**src/rtl/muldiv_pkg.sv**
```systemverilog
// Shared definitions for the iterative multiply/divide unit.
//   op encodings, FSM state type, divide-by-zero LO value and op-decode helpers.
package muldiv_pkg;

  localparam logic [1:0] OP_MULT  = 2'b00;
  localparam logic [1:0] OP_MULTU = 2'b01;
  localparam logic [1:0] OP_DIV   = 2'b10;
  localparam logic [1:0] OP_DIVU  = 2'b11;

  typedef enum logic [1:0] {
    ST_IDLE = 2'b00,
    ST_CALC = 2'b01,
    ST_FIX  = 2'b10
  } state_t;

  localparam logic [31:0] DIVZERO_LO = 32'hFFFFFFFF;

  function automatic logic op_is_div(input logic [1:0] o);
    return (o == OP_DIV) || (o == OP_DIVU);
  endfunction

  function automatic logic op_is_signed(input logic [1:0] o);
    return (o == OP_MULT) || (o == OP_DIV);
  endfunction

endpackage

```
**src/rtl/muldiv_unit.sv**
```systemverilog
// Iterative MULT/MULTU/DIV/DIVU unit with architectural HI/LO registers.
// Each operation takes 34 cycles: IDLE accept, 32 CALC bit-steps, 1 FIX cycle.
// Ports:
//   clock, reset       - rising-edge clock, asynchronous active-high reset
//   a, b               - rs/rt operands (multiplicand/dividend, multiplier/divisor)
//   op                 - 00 MULT, 01 MULTU, 10 DIV, 11 DIVU
//   start              - operation request, sampled only in IDLE
//   hi_we, lo_we, wdata- MTHI/MTLO writes, honoured only in IDLE
//   busy               - operation in flight (front-end stall)
//   done, divzero      - one-cycle pulses when HI/LO receive a result
//   hi, lo             - HI/LO register outputs
module muldiv_unit
  import muldiv_pkg::*;
#(
  parameter int unsigned WIDTH = 32
) (
  input  logic             clock,
  input  logic             reset,
  input  logic [WIDTH-1:0] a,
  input  logic [WIDTH-1:0] b,
  input  logic [1:0]       op,
  input  logic             start,
  input  logic             hi_we,
  input  logic             lo_we,
  input  logic [WIDTH-1:0] wdata,
  output logic             busy,
  output logic             done,
  output logic             divzero,
  output logic [WIDTH-1:0] hi,
  output logic [WIDTH-1:0] lo
);

  localparam int unsigned W2       = 2 * WIDTH;
  localparam logic [4:0]  CNT_LAST = 5'(WIDTH - 1);

  state_t           state;
  logic [4:0]       cnt;
  logic [1:0]       op_q;
  logic             sign_a;
  logic             sign_b;
  logic [WIDTH-1:0] mcand;   // multiplicand magnitude or divisor magnitude
  logic [W2-1:0]    prod;    // {acc, multiplier} or {remainder, quotient}

  logic             is_div;
  logic             start_signed;
  logic [WIDTH:0]   add_x;
  logic [WIDTH:0]   add_y;
  logic             add_cin;
  logic [WIDTH:0]   add_sum;
  logic [W2-1:0]    neg_in;
  logic [W2-1:0]    neg_out;
  logic [WIDTH-1:0] a_mag;
  logic [WIDTH-1:0] b_mag;
  logic [W2-1:0]    mul_res;
  logic [WIDTH-1:0] quo;
  logic [WIDTH-1:0] rem;
  logic             dz;

  // The single adder and single negator are idle in some states, so they are
  // borrowed there: in IDLE the adder forms -b and the negator forms -a for the
  // operand magnitudes; in FIX the adder negates the remainder while the
  // negator handles the product or the quotient.
  always_comb begin
    is_div       = op_is_div(op_q);
    start_signed = op_is_signed(op);
    add_x        = '0;
    add_y        = '0;
    add_cin      = 1'b0;
    case (state)
      ST_IDLE: begin
        add_x   = {1'b0, ~b};
        add_cin = 1'b1;
      end
      ST_CALC: begin
        if (is_div) begin
          // trial subtract of the divisor from {remainder, next dividend bit}
          add_x   = prod[W2-1:WIDTH-1];
          add_y   = {1'b1, ~mcand};
          add_cin = 1'b1;
        end else begin
          add_x = {1'b0, prod[W2-1:WIDTH]};
          add_y = {1'b0, mcand};
        end
      end
      ST_FIX: begin
        add_x   = {1'b0, ~prod[W2-1:WIDTH]};
        add_cin = 1'b1;
      end
      default: begin
        add_x = '0;
      end
    endcase
    add_sum = add_x + add_y + {{WIDTH{1'b0}}, add_cin};

    if (state == ST_IDLE) begin
      neg_in = {{WIDTH{1'b0}}, a};
    end else if (is_div) begin
      neg_in = {{WIDTH{1'b0}}, prod[WIDTH-1:0]};
    end else begin
      neg_in = prod;
    end
    neg_out = (~neg_in) + {{(W2-1){1'b0}}, 1'b1};

    a_mag   = (start_signed && a[WIDTH-1]) ? neg_out[WIDTH-1:0] : a;
    b_mag   = (start_signed && b[WIDTH-1]) ? add_sum[WIDTH-1:0] : b;
    mul_res = (sign_a ^ sign_b) ? neg_out : prod;
    quo     = (sign_a ^ sign_b) ? neg_out[WIDTH-1:0] : prod[WIDTH-1:0];
    // With a zero divisor every trial subtract succeeds, so the remainder half
    // simply collects |a|; sign correction then restores the original a in HI.
    rem     = sign_a ? add_sum[WIDTH-1:0] : prod[W2-1:WIDTH];
    dz      = is_div && (mcand == '0);
  end

  assign busy = (state != ST_IDLE);

  always_ff @(posedge clock or posedge reset) begin
    if (reset) begin
      state   <= ST_IDLE;
      cnt     <= '0;
      op_q    <= OP_MULT;
      sign_a  <= 1'b0;
      sign_b  <= 1'b0;
      mcand   <= '0;
      prod    <= '0;
      hi      <= '0;
      lo      <= '0;
      done    <= 1'b0;
      divzero <= 1'b0;
    end else begin
      done    <= 1'b0;
      divzero <= 1'b0;
      case (state)
        ST_IDLE: begin
          if (hi_we) hi <= wdata;
          if (lo_we) lo <= wdata;
          if (start) begin
            op_q   <= op;
            sign_a <= start_signed & a[WIDTH-1];
            sign_b <= start_signed & b[WIDTH-1];
            cnt    <= '0;
            state  <= ST_CALC;
            if (op_is_div(op)) begin
              mcand <= b_mag;
              prod  <= {{WIDTH{1'b0}}, a_mag};
            end else begin
              mcand <= a_mag;
              prod  <= {{WIDTH{1'b0}}, b_mag};
            end
          end
        end
        ST_CALC: begin
          if (is_div) begin
            if (!add_sum[WIDTH]) begin
              prod <= {add_sum[WIDTH-1:0], prod[WIDTH-2:0], 1'b1};
            end else begin
              prod <= {prod[W2-2:0], 1'b0};
            end
          end else begin
            if (prod[0]) begin
              prod <= {add_sum, prod[WIDTH-1:1]};
            end else begin
              prod <= {1'b0, prod[W2-1:1]};
            end
          end
          cnt <= cnt + 5'd1;
          if (cnt == CNT_LAST) state <= ST_FIX;
        end
        ST_FIX: begin
          if (is_div) begin
            hi <= rem;
            lo <= dz ? DIVZERO_LO[WIDTH-1:0] : quo;
          end else begin
            hi <= mul_res[W2-1:WIDTH];
            lo <= mul_res[WIDTH-1:0];
          end
          done    <= 1'b1;
          divzero <= dz;
          state   <= ST_IDLE;
        end
        default: begin
          state <= ST_IDLE;
        end
      endcase
    end
  end

endmodule

```
**config.mk**
```make
export PLATFORM = sky130hd
export DESIGN_NAME = muldiv_unit
export DESIGN_NICKNAME = d
export VERILOG_FILES = /design/src/rtl/muldiv_pkg.sv /design/src/rtl/muldiv_unit.sv
export SDC_FILE = /design/constraint.sdc
export NUM_CORES = 1
export LEC_CHECK = 0
export ABC_AREA = 0
export ABC_CLOCK_PERIOD_IN_PS = 11900
export CAP_MARGIN = 0
export CELL_PAD_IN_SITES_DETAIL_PLACEMENT = 1
export CELL_PAD_IN_SITES_GLOBAL_PLACEMENT = 2
export CORE_MARGIN = 2
export CORE_UTILIZATION = 25
export CTS_CLUSTER_SIZE = 14
export DETAILED_ROUTE_END_ITERATION = 16
export PLACE_DENSITY = 0.65
export SYNTH_ARGS = -nofsm -noshare
export SYNTH_HDL_FRONTEND = slang
export SYNTH_SLANG_ARGS = --single-unit
```
**constraint.sdc**
```tcl
create_clock -name clock -period 11.9 [get_ports clock]
set_clock_uncertainty 0.15 [all_clocks]
set_input_delay 3.57 -clock clock [delete_from_list [all_inputs] [get_ports clock]]
set_output_delay 3.57 -clock clock [all_outputs]
set_load 0.03 [all_outputs]
```
### After elaboration in Yosys (flattened, before gate mapping)

Cells that the tools add are included.

| cells by class | value |
|---|---|
| $add $sub $neg | 4 |
| reduce and logical (&&, ||, !) cells | 18 |
| equal/unequal tests | 11 |
| muxes and demuxes | 34 |
| bitwise logic cells | 7 |

Operators by type and width:

| kind | count |
|---|---|
| 64-bit 2-to-1 mux | 7 |
| 32-bit 2-to-1 mux | 11 |
| 32-bit case mux with 2 select lines | 2 |
| 64-bit case mux with 2 select lines | 1 |
| 33-bit 2-to-1 mux | 3 |
| 33-bit case mux with 3 select lines | 1 |
| 32-bit NOT | 3 |
| 64-bit by 1-bit adder with 64-bit output, second input constant | 1 |
| 64-bit NOT | 1 |
| 33-bit by 1-bit adder with 33-bit output | 1 |
| 33-bit adder | 1 |
| 32-bit logical NOT | 1 |
| 2-bit equality test, second input constant | 5 |
| 5-bit case mux with 2 select lines | 1 |
| 2-bit AND reduction | 5 |
| 2-bit inequality test, second input constant | 4 |
| 2-bit nonzero test | 3 |
| 5-bit by 1-bit adder with 5-bit output, second input constant | 1 |
| 5-bit equality test, second input constant | 1 |
| 5-bit 2-to-1 mux | 1 |
| 2-bit logical NOT | 2 |
| 2-bit 2-to-1 mux | 2 |
| 2-bit case mux with 2 select lines | 1 |
| 1-bit logical AND | 3 |
| other kinds (7) | 12 |

| word-level totals | value |
|---|---|
| register bits after elaboration | 173 |
| logic and storage cells | 85 |
| bits of input ports | 103 |
| output and inout bits | 67 |

### Longest topological paths before layout

| logic depth | value |
|---|---|
| word-level depth | 10 |
| mapped depth | 21 |

### Worst setup path after synthesis

Ideal clock, no wire load.

| timing path | value |
|---|---|
| path kind | input to register |
| from | input port b[0] |
| to | register prod[36] |
| data arrival time | 6.903 ns |
| buffers on the path | 1 |
| cell stages on the path | 15 |
| slack | 4.704 ns |
| required time | 11.608 ns |
| path through | nor2_1 > a21oi_1 > o22a_1 > fa_1 > fa_1 > nor2b_1 > o211ai_1 > a211o_1 > o21ai_0 > a21oi_1 > o211ai_1 > xor2_1 > buf_2 > mux2i_1 > o221ai_1 |

| between the ends | value |
|---|---|
| word-level cells in the longest chain between the ends | 7 |

RTL lines:

| what | line | text |
|---|---|---|
| from (decl) | muldiv_unit.sv:20 | `input logic [WIDTH-1:0] b,` |
| 32-bit NOT (*) | muldiv_unit.sv:71 | `add_x = {1'b0, ~b};` |
| 33-bit case mux with 3 select lines (*) | muldiv_unit.sv:69 | `case (state)` |
| 33-bit adder (*) | muldiv_unit.sv:93 | `add_sum = add_x + add_y + {{WIDTH{1'b0}}, add_cin};` |
| 33-bit by 1-bit adder with 33-bit output (*) | muldiv_unit.sv:93 |  |
| 64-bit 2-to-1 mux, on equally long branches | muldiv_unit.sv:159, muldiv_unit.sv:153 |  |
| 64-bit 2-to-1 mux (*) | muldiv_unit.sv:152 | `if (is_div) begin` |
| 64-bit case mux with 2 select lines (*) | muldiv_unit.sv:132 | `case (state)` |
| to (signal assigned) | muldiv_unit.sv:154 | `prod <= {add_sum[WIDTH-1:0], prod[WIDTH-2:0], 1'b1};` |
| to (signal assigned) | muldiv_unit.sv:160 | `prod <= {add_sum, prod[WIDTH-1:1]};` |
| to (signal assigned) | muldiv_unit.sv:162 | `prod <= {1'b0, prod[W2-1:1]};` |
| to (decl) | muldiv_unit.sv:42 | `logic [W2-1:0] prod;` |

Mark *: on every way between the ends. The rest lies on a longest branch, timed or not.
A chain may end at the register's enable or synchronous reset.

### Final worst setup path

| timing path | value |
|---|---|
| from | input port b[0] |
| to | register prod[49] |

The elaborated chain is that of the path after synthesis.

==> results.md <==
- Post-CTS Setup Bufs: 0
- H-tree depth: 4
- Crit path buffers/inverters: 2
- Final WL: 91600 µm
- Skew-Pair Late Insertion Delay: 510 ps
- Most frequent cells in the layout: nand2_1 (240), nor2_1 (239), a21oi_1 (226)
- Num Clock Sinks: 172
- Initial antenna violation count: 3
- Syn Inst Count: approximately 2300
- Vias in the first global route: between 15000 and 20000
- Placer Congestion: approximately 0.9
- Fin nets: 2451
- Avg WL per Cell: 28.6 µm
- Fin crit share: 0.685
- Placed inst area: roughly 20000 µm²
- Critical Path End Type: register
- Worst Tran Pin Value: about 1200 ps
- I/O Pins: 170
- Type of the worst setup path: input port to register
- Iter 0 DRT Violations: approximately 1600
- Root Driver: clkbuf_16
- Final core occ: 0.295
- Drc violations: 0
- Grt met3 use: 0.0363
- Worst Path Arrival: 8370 ps
- RSZ-0062 raised after global routing: false
- F_max: 123 MHz
- Gates resized, CTS repair: 0
- CORE AREA: 68500 µm²
- Final hold slack: 333 ps
- TritonRoute pass-1 iters: 7
- Main flop type after synthesis: dfrtp_1
- Row count: 96
- Num CTS Buffers: 17
- Slew Viols, Final: 0
- GRT busiest layer: met2
- Chip height: 267 µm
- Status: complete, no violations
- FF+latch count, synth: about 170
- Critical-path cell list: clkdlybuf4s50_1 > nor2_1 > a21oi_1 > o22a_1 > fa_1 > fa_1 > nor2b_1 > o211ai_1 > a211o_1 > o21ai_0 > a21oi_1 > o211ai_1 > xor2_4 > buf_4 > mux2i_1 > o221ai_1
- Clock transition at path regs: 80 ps
- Grt met1 use: 0.337
- CP required: 12120 ps
- Top delay family on crit path: compound AO/OA/AOI/OAI gates
- Final hold vios: 0
- Hold buffers post-CTS: 0
- Post-route cell area: 20200 µm²
- Slowest Stage Delay on Critical Path: ~580 ps
- Synth unique cells: between 90 and 100
- Share of layout cells above drive strength 1: 0.0791
- FILL cells: 8211
- Number of max-cap violations: 0
- Area growth syn-to-layout: 16.9%
- Gr usage total: 0.255
- Register area share after synthesis: 0.249
- Final TNS setup: 0 ps
- Via count: 19008
- Commonest non-fill, non-tap cell in the layout: nand2_1
- Pin count of the biggest net entering global routing: 108
- DRT antenna net count: 0
- Slowest cell on crit path: o21ai_0
- Synth Cell Area: 17300 µm²
- Met2 GRT Util: 0.419
- Synthesis warning total: 0
- TritonCTS clock tree: built
- Die Wd: about 270 µm
- Post-DP HPWL: between 60000 and 70000 µm
- Worst setup SP type: input port
- Hold/Removal Path Class: register to register
- Vias per std cell: 5.93
- Slew HR: 0.174
- Critical-path maximum fanout: 35
- Setup Viol. Count Final: 0
- Fin crit period: roughly 8200 ps
- Effective utilization at floorplan: 0.252
- Clk buf depth: 2
- # diodes: 0
- Synthesized area per cell: 7.47 µm²
- Syn Nets: approximately 2500
- Grt ovf: 0
- PortBufs: 169
- Async set-reset flop share out of synthesis: 1.00
- First-pass GRT wire length: 134000 µm
- Die area: 71200 µm²
- Number of synthesized flops with an enable pin: 0
## worst reg2reg max path, cell delays in order, from the launching register on
cell and delay, ps:
dfrtp_4 760, buf_4 670, nor2b_4 280, buf_4 340
nand2_1 160, fa_1 460, fa_1 430, nor2b_1 170
o211ai_1 140, a211o_1 360, o21ai_0 580, a21oi_1 210
o211ai_1 500, xor2_4 170, buf_4 490, mux2i_1 340
o221ai_1 150
## Yosys cell counts (15+ instances only)
library cell | number | area share
nand3_1 | 44 | 0.013
nor3_1 | 53 | 0.015
nor2_1 | 241 | 0.052
nand2_1 | 241 | 0.052
mux2i_1 | 116 | 0.067
nor4_1 | 26 | 0.0094
o211ai_1 | 36 | 0.016
o22ai_1 | 61 | 0.022
inv_1 | 25 | 0.0054
a31oi_1 | 27 | 0.0098
and3_1 | 21 | 0.0076
or3_1 | 31 | 0.011
mux2_2 | 55 | 0.036
buf_1 | 30 | 0.0065
clkbuf_1 | 184 | 0.040
xnor2_1 | 56 | 0.028
a21oi_1 | 226 | 0.066
o31ai_1 | 26 | 0.011
nand2b_1 | 15 | 0.0054
a21o_1 | 23 | 0.010
a22oi_1 | 18 | 0.0078
dfrtp_1 | 172 | 0.25
o21ai_0 | 181 | 0.052
ha_1 | 34 | 0.025
xor2_1 | 29 | 0.015
o221ai_1 | 36 | 0.018
a211oi_1 | 46 | 0.020
nor2b_1 | 18 | 0.0065
## kinds of logic after synthesis
family | Yosys count | share of synthesized area
fa+ha+maj | 36 | 0.0270
simple gates | 774 | 0.217
flops | 172 | 0.249
compound gates | 816 | 0.302
buf+inv | 258 | 0.0588
mux | 171 | 0.103
xor+xnor | 85 | 0.0431
## stage by stage
stage,instances,setup slack [ps]
6_report,3207,3740
5_1_grt,3207,3520
4_1_cts,3207,3810
3_5_place_dp,3175,3280
3_3_place_gp,3175,3390
2_1_floorplan,2312,3520
## layer usage
layer | share of wire | routed length (µm) | vias up
met4 | 0.037 | 3390 | 2
met3 | 0.051 | 4710 | 119
met1 | 0.44 | 40600 | 9786
met5 | 0.00014 | 13 | -
li1 | - | - | 8532
met2 | 0.47 | 43000 | 569
## area by class of cell
cell class / count / area [µm²] / area share
clock buffer: 17 / 425 / 0.0211
clock inverter: 15 / 191 / 0.00948
inverter: 28 / 113 / 0.00558
multi-input combinational: 1882 / 12000 / 0.596
sequential: 172 / 4310 / 0.214
tap: 882 / 1100 / 0.0547
timing repair buffer: 211 / 2010 / 0.0998
## state kept, by name, indices dropped and copies added, names as in the netlist
register  count
divzero       1
sign_b        1
op_q          1
hi           32
state         2
lo           32
mcand        32
sign_a        1
cnt           5
prod         64
done          1
## path summary, 6_finish.rpt
| kind | endpoint | start | slack [ps] | cells after the start |
|---|---|---|---|---|
| worst max-delay path | prod[49]$_DFFE_PP0P_ | b[0] | 3740 | 16 |
| max in group asynchronous | lo[23]$_DFFE_PP0P_ | reset | 6690 | 3 |
| worst max register to register | prod[49]$_DFFE_PP0P_ | state[0]$_DFFE_PP0P_ | 5410 | 16 |
| worst min register to register | lo[14]$_DFFE_PP0P_ | lo[14]$_DFFE_PP0P_ | 330 | 1 |
| min in group asynchronous | hi[14]$_DFFE_PP0P_ | reset | 3460 | 2 |
| worst min-delay path | lo[14]$_DFFE_PP0P_ | lo[14]$_DFFE_PP0P_ | 330 | 1 |
Power is left out: the tool's default activity adds up to more than one toggle a clock period on the data nets, which glitch-free logic cannot reach.
